--- config.mk ---
export PLATFORM = sky130hd
export DESIGN_NAME = staticram_master
export DESIGN_NICKNAME = d
export VERILOG_FILES = /design/src/rtl/staticram_master.sv
export SDC_FILE = /design/constraint.sdc
export NUM_CORES = 1
export LEC_CHECK = 0
export CORE_ASPECT_RATIO = 1.75
export CORE_UTILIZATION = 44
export CTS_CLUSTER_DIAMETER = 150
export DETAILED_ROUTE_END_ITERATION = 10
export PLACE_DENSITY_LB_ADDON = 0.08
export SLEW_MARGIN = 20
export SYNTH_ARGS = -nofsm -noshare
export SYNTH_HDL_FRONTEND = slang
export SYNTH_SLANG_ARGS = --single-unit
--- constraint.sdc ---
create_clock -name sclk -period 3.2 [get_ports sclk]
set_clock_uncertainty 0.15 [all_clocks]
set_input_delay 0.48 -clock sclk [delete_from_list [all_inputs] [get_ports sclk]]
set_output_delay 0.48 -clock sclk [all_outputs]
set_load 0.005 [all_outputs]
--- src/rtl/staticram_master.sv ---
// Valid/ready bus master driving the two-phase static RAM strobe sequence.
// Define STATICRAM_MASTER_IDLE_X_EN to drive mem_addr/mem_din to all-x while idle or in reset.
module staticram_master #(
    parameter int WordSize  = 16,
    parameter int AddrWidth = 16
) (
    input  logic                 sclk,
    input  logic                 rst_n,
    input  logic                 req_valid,
    output logic                 req_ready,
    input  logic                 req_we,
    input  logic [AddrWidth-1:0] req_addr,
    input  logic [WordSize-1:0]  req_wdata,
    output logic                 rsp_valid,
    output logic [WordSize-1:0]  rsp_rdata,
    output logic [AddrWidth-1:0] mem_addr,
    output logic [WordSize-1:0]  mem_din,
    input  logic [WordSize-1:0]  mem_dout,
    output logic                 mem_clk2,
    output logic                 mem_clk1,
    output logic                 mem_rd,
    output logic                 mem_wr
);

    typedef enum logic [2:0] {
        IDLE = 3'd0,
        SETA = 3'd1,
        STB2 = 3'd2,
        CTRL = 3'd3,
        STB1 = 3'd4,
        DONE = 3'd5
    } state_e;

    state_e                 state_q, state_d;
    logic                   we_q, we_d;
    logic                   req_ready_q, req_ready_d;
    logic                   rsp_valid_q, rsp_valid_d;
    logic [WordSize-1:0]    rsp_rdata_q, rsp_rdata_d;
    logic [AddrWidth-1:0]   mem_addr_q, mem_addr_d;
    logic [WordSize-1:0]    mem_din_q, mem_din_d;
    logic                   mem_clk2_q, mem_clk2_d;
    logic                   mem_clk1_q, mem_clk1_d;
    logic                   mem_rd_q, mem_rd_d;
    logic                   mem_wr_q, mem_wr_d;

    // Every output is computed for the state being entered, so each one is a plain flop.
    always_comb begin
        // NOTE: every _d starts from its _q so no path through this block can infer a latch.
        state_d     = state_q;
        we_d        = we_q;
        req_ready_d = req_ready_q;
        rsp_valid_d = rsp_valid_q;
        rsp_rdata_d = rsp_rdata_q;
        mem_addr_d  = mem_addr_q;
        mem_din_d   = mem_din_q;
        mem_clk2_d  = mem_clk2_q;
        mem_clk1_d  = mem_clk1_q;
        mem_rd_d    = mem_rd_q;
        mem_wr_d    = mem_wr_q;

        unique case (state_q)
            IDLE: begin
                if (req_valid && req_ready_q) begin
                    state_d     = SETA;
                    we_d        = req_we;
                    mem_addr_d  = req_addr;
                    mem_din_d   = req_wdata;
                    req_ready_d = 1'b0;
                end
            end
            SETA: begin
                state_d    = STB2;
                mem_clk2_d = 1'b1;
            end
            STB2: begin
                state_d    = CTRL;
                mem_clk2_d = 1'b0;
                mem_rd_d   = ~we_q;
                mem_wr_d   = we_q;
            end
            CTRL: begin
                state_d    = STB1;
                mem_clk1_d = 1'b1;
            end
            STB1: begin
                state_d     = DONE;
                mem_clk1_d  = 1'b0;
                mem_rd_d    = 1'b0;
                mem_wr_d    = 1'b0;
                rsp_valid_d = 1'b1;
                // Read data is captured on the edge that closes the data strobe.
                if (!we_q) begin
                    rsp_rdata_d = mem_dout;
                end
            end
            DONE: begin
                state_d     = IDLE;
                rsp_valid_d = 1'b0;
                req_ready_d = 1'b1;
`ifdef STATICRAM_MASTER_IDLE_X_EN
                mem_addr_d  = 'x;
                mem_din_d   = 'x;
`endif
            end
            default: begin
                state_d     = IDLE;
                req_ready_d = 1'b1;
                rsp_valid_d = 1'b0;
                mem_clk2_d  = 1'b0;
                mem_clk1_d  = 1'b0;
                mem_rd_d    = 1'b0;
                mem_wr_d    = 1'b0;
            end
        endcase
    end

    always_ff @(posedge sclk or negedge rst_n) begin
        if (!rst_n) begin
            state_q     <= IDLE;
            we_q        <= 1'b0;
            req_ready_q <= 1'b1;
            rsp_valid_q <= 1'b0;
            rsp_rdata_q <= '0;
`ifdef STATICRAM_MASTER_IDLE_X_EN
            mem_addr_q  <= 'x;
            mem_din_q   <= 'x;
`else
            mem_addr_q  <= '0;
            mem_din_q   <= '0;
`endif
            mem_clk2_q  <= 1'b0;
            mem_clk1_q  <= 1'b0;
            mem_rd_q    <= 1'b0;
            mem_wr_q    <= 1'b0;
        end else begin
            // NOTE: non-blocking assignments keep every flop sampling the pre-edge values.
            state_q     <= state_d;
            we_q        <= we_d;
            req_ready_q <= req_ready_d;
            rsp_valid_q <= rsp_valid_d;
            rsp_rdata_q <= rsp_rdata_d;
            mem_addr_q  <= mem_addr_d;
            mem_din_q   <= mem_din_d;
            mem_clk2_q  <= mem_clk2_d;
            mem_clk1_q  <= mem_clk1_d;
            mem_rd_q    <= mem_rd_d;
            mem_wr_q    <= mem_wr_d;
        end
    end

    assign req_ready = req_ready_q;
    assign rsp_valid = rsp_valid_q;
    assign rsp_rdata = rsp_rdata_q;
    assign mem_addr  = mem_addr_q;
    assign mem_din   = mem_din_q;
    assign mem_clk2  = mem_clk2_q;
    assign mem_clk1  = mem_clk1_q;
    assign mem_rd    = mem_rd_q;
    assign mem_wr    = mem_wr_q;

    a_cmd_excl: assert property (@(posedge sclk) disable iff (!rst_n) !(mem_rd && mem_wr));
    a_stb_excl: assert property (@(posedge sclk) disable iff (!rst_n) !(mem_clk1 && mem_clk2));
    a_clk1_cmd: assert property (@(posedge sclk) disable iff (!rst_n) mem_clk1 |-> (mem_rd || mem_wr));

endmodule

==> impl_metrics.toml <==
[timing]
worst-slew-pin-transition_ns = 0.984
post-route-period-util_pct = 66.8
totalNegativeSetupSlack_ns = 0
fin_crit_ns = 2.14
setup_viol = 0
timing_hold_violations_final = 0
finalWorstSetupSlack_ns = 1.06
unrepaired_setup_endpoints_after_global_routing = "false"
max_freq_mhz = 468
max-slew-margin-rel_pct = 34.1
timing.final.max_slew_violations = 0
fin_worst_hold_slack_ns = 0.355

[pwr]
vdd_drop_max_mv = 0.420
fin_total_pwr_mw = 1.64
powerDensity_nw_per_um2 = 459
static-leakage-power_nw = 1.64

[route]
dr.pass1.iters = 4
vias_per_cell = 5.10
detailroute.via_count = 1575
finalWirelength_mm = 5.15
drcViolationCount = 0
antenna_violating_nets_post_route = 0
initialDrtViolationCount = 34
routed_wire_length_per_instance_um = 16.7

[synth]
cell_area_after_synthesis_um2 = 2250
synth-seq-area-share_pct = 64.5
netlist_top_cells_area = "dfrtp_1 (63%), mux2_2 (25%), buf_6 (2.0%)"
yosys.cell_count.top_type = "dfrtp_1"
synth_top_cell_by_area = "dfrtp_1"
synth_top_area_share_pct = 63.3
postSynthRegisterBits = 58
yosysUniqueCellTypes = 24
synth.net_count = 191
synth_top_cells_by_count = "dfrtp_1 (57), mux2_2 (50), buf_6 (4)"
asyncSetResetFlopFracSynth_pct = 100
synthCells = 139
postSynthAreaPerCell_um2 = 16.2
synth-main-ff-cell = "dfrtp_1"
synth_warnings = 0
number_of_enable_flip_flop_cells_after_synthesis = 0

[placed_design]
gpl.final_weighted_congestion = 0.699
portBuffers = 105
hpwl_reported_at_the_end_of_detailed_placement_mm = 3.83
post-place-ws_ns = 0.990

[layout]
diodes = 0
post_route_cells_drive_above_1_share_pct = 27.8
layout_overhead_on_the_synthesized_area_pct = 58.7
final_nets = 302

[cts]
worst_skew_pair.late_latency_ns = 0.32
cts_buffers = 9
cts-root-buf = "clkbuf_8"
cts.sinks = 58
h-tree-depth = 3
reg_clk_slew_reported_paths_ns = 0.06
cts_max_path_buffers = 2
postCtsSetupBuffers = 0
cts_tree = "built"

[global_routing]
overall_global_routing_resource_usage_pct = 20.4
globalRoute.busiestLayer = "met2"
grt_pass1_vias = 1720
grt_start_max_net_pins = 43
global_route.usage.met2_pct = 36.2
grtUsageMet3_pct = 7.09
final_global_route_overflow_total = 0
met1_usage_pct = 20.3
antenna_found_initial = 0
first_pass_grt_wire_length_mm = 8.33

[floorplan]
core_region_area_um2 = 4930
die_h_um = 96.6
ioPinCount = 106
placementRows = 34
floorplan.die_area_um2 = 5420
dieWidth_um = 56.1
starting_density_pct = 45.6

[status]
run_status = "completed"

[min_path]
hold_path_class = "reg -> reg"

[worst_setup_path]
worst-endpoint-required_ns = 3.26
path_max_fanout = 16
timing.critical_path.from = "state_q[1]$_DFFE_PN0P_"
rr_worst_depth = 2
critical_path.reg2reg.endpoint = "rsp_rdata[9]$_DFFE_PN0P_"
critical_path.endpoint = "rsp_rdata[9]$_DFFE_PN0P_"
arrival_ns = 2.19
r2r_setup_slack_ns = 1.06
critical_path_class = "reg -> reg"
endpoint_kind = "flip-flop"
worstReg2RegStart = "state_q[1]$_DFFE_PN0P_"
startpoint_type = "flip-flop"

[run]
cap_violations = 0
## layer usage
metal  wire length [um]  vias up
met2               2820       72
li1                   -      711
met3                293       15
met5                  0        -
met1               1840      777
met4                203        0
## worst min path at each step
stage                               from                        end  slack, ns  cells after the start
5_1_grt          mem_din[11]$_DFFE_PN0P_    mem_din[11]$_DFFE_PN0P_       0.37                      1
4_1_cts        rsp_rdata[10]$_DFFE_PN0P_  rsp_rdata[10]$_DFFE_PN0P_       0.36                      1
2_1_floorplan                      rst_n    mem_addr[0]$_DFFE_PN0P_       0.03                      0
3_5_place_dp                       rst_n    mem_addr[9]$_DFFE_PN0P_       0.27                      1
3_3_place_gp                       rst_n    mem_addr[9]$_DFFE_PN0P_       0.25                      1
6_report       rsp_rdata[10]$_DFFE_PN0P_  rsp_rdata[10]$_DFFE_PN0P_       0.35                      1
## state kept, by name, summed over array words and instances, names as in the netlist
register	count
we_q	1
mem_din	16
mem_wr	1
mem_addr	16
mem_clk2	1
rsp_valid	1
mem_rd	1
mem_clk1	1
state_q	3
rsp_rdata	16
req_ready	1
## kinds of logic (layout without fill, tap and decap cells)
| kind of cell | after synthesis | count (layout) | synth area share [%] |
|---|---|---|---|
| and+or+nand+nor | 9 | 9 | 3.06 |
| muxes | 50 | 50 | 25.0 |
| AOI/OAI and AO/OA | 11 | 11 | 3.61 |
| adders and majority gates | 1 | 1 | 0.444 |
| buffers and inverters | 10 | 126 | 3.39 |
| DFF | 58 | 58 | 64.5 |
## critical path, stage by stage (launching register included)
cell and delay (ns):
dfrtp_1 0.53, nor4b_4 0.92, mux2_2 0.42
## final cells by class
class / instances / area (um2)
clock buffer: 11 / 151
tap: 54 / 67.6
inverter: 2 / 7.51
clock inverter: 5 / 100
timing repair buffer: 108 / 1070
sequential: 58 / 1450
fill: 363 / 1360
multi-input combinational: 71 / 723
## repair_timing
item | CTS | global route
setup endpoints to repair | 0 | 0
hold buffers | 1 | 0
endpoints found under the hold margin | 16 | 0
resized for setup | 0 | 0
## stage by stage
step | instance area, um2 | instances | util (%)
3_3_place_gp | 3310 | 292 | 67.1
4_1_cts | 3570 | 309 | 72.4
2_1_floorplan | 2250 | 139 | -
5_1_grt | 3570 | 309 | 72.4
6_report | 3570 | 309 | 72.4
3_5_place_dp | 3310 | 292 | 67.1
## cells in the final DEF (no fill, tap or decap), drive strengths merged, types with 2 or more instances in the layout
cell type / Yosys / final
clkdlybuf4s50: 0 / 104
dfrtp: 57 / 57
mux2: 50 / 50
clkbuf: 1 / 11
bufinv: 0 / 3
buf: 7 / 3
inv: 2 / 2
nor2: 2 / 2
nor2b: 2 / 2
a21oi: 2 / 2
nand2b: 2 / 2
a211oi: 2 / 2
clkinv: 0 / 2
## report_power, final
part / internal, mW / switching [mW] / leakage [nW] / total, mW
combinational: 0.0550 / 0.0222 / 0.706 / 0.0772
clock: 0.557 / 0.273 / 0.129 / 0.830
sequential: 0.733 / 0 / 0.807 / 0.733
total: 1.35 / 0.295 / 1.64 / 1.64
(Power assumes the default switching activity.)
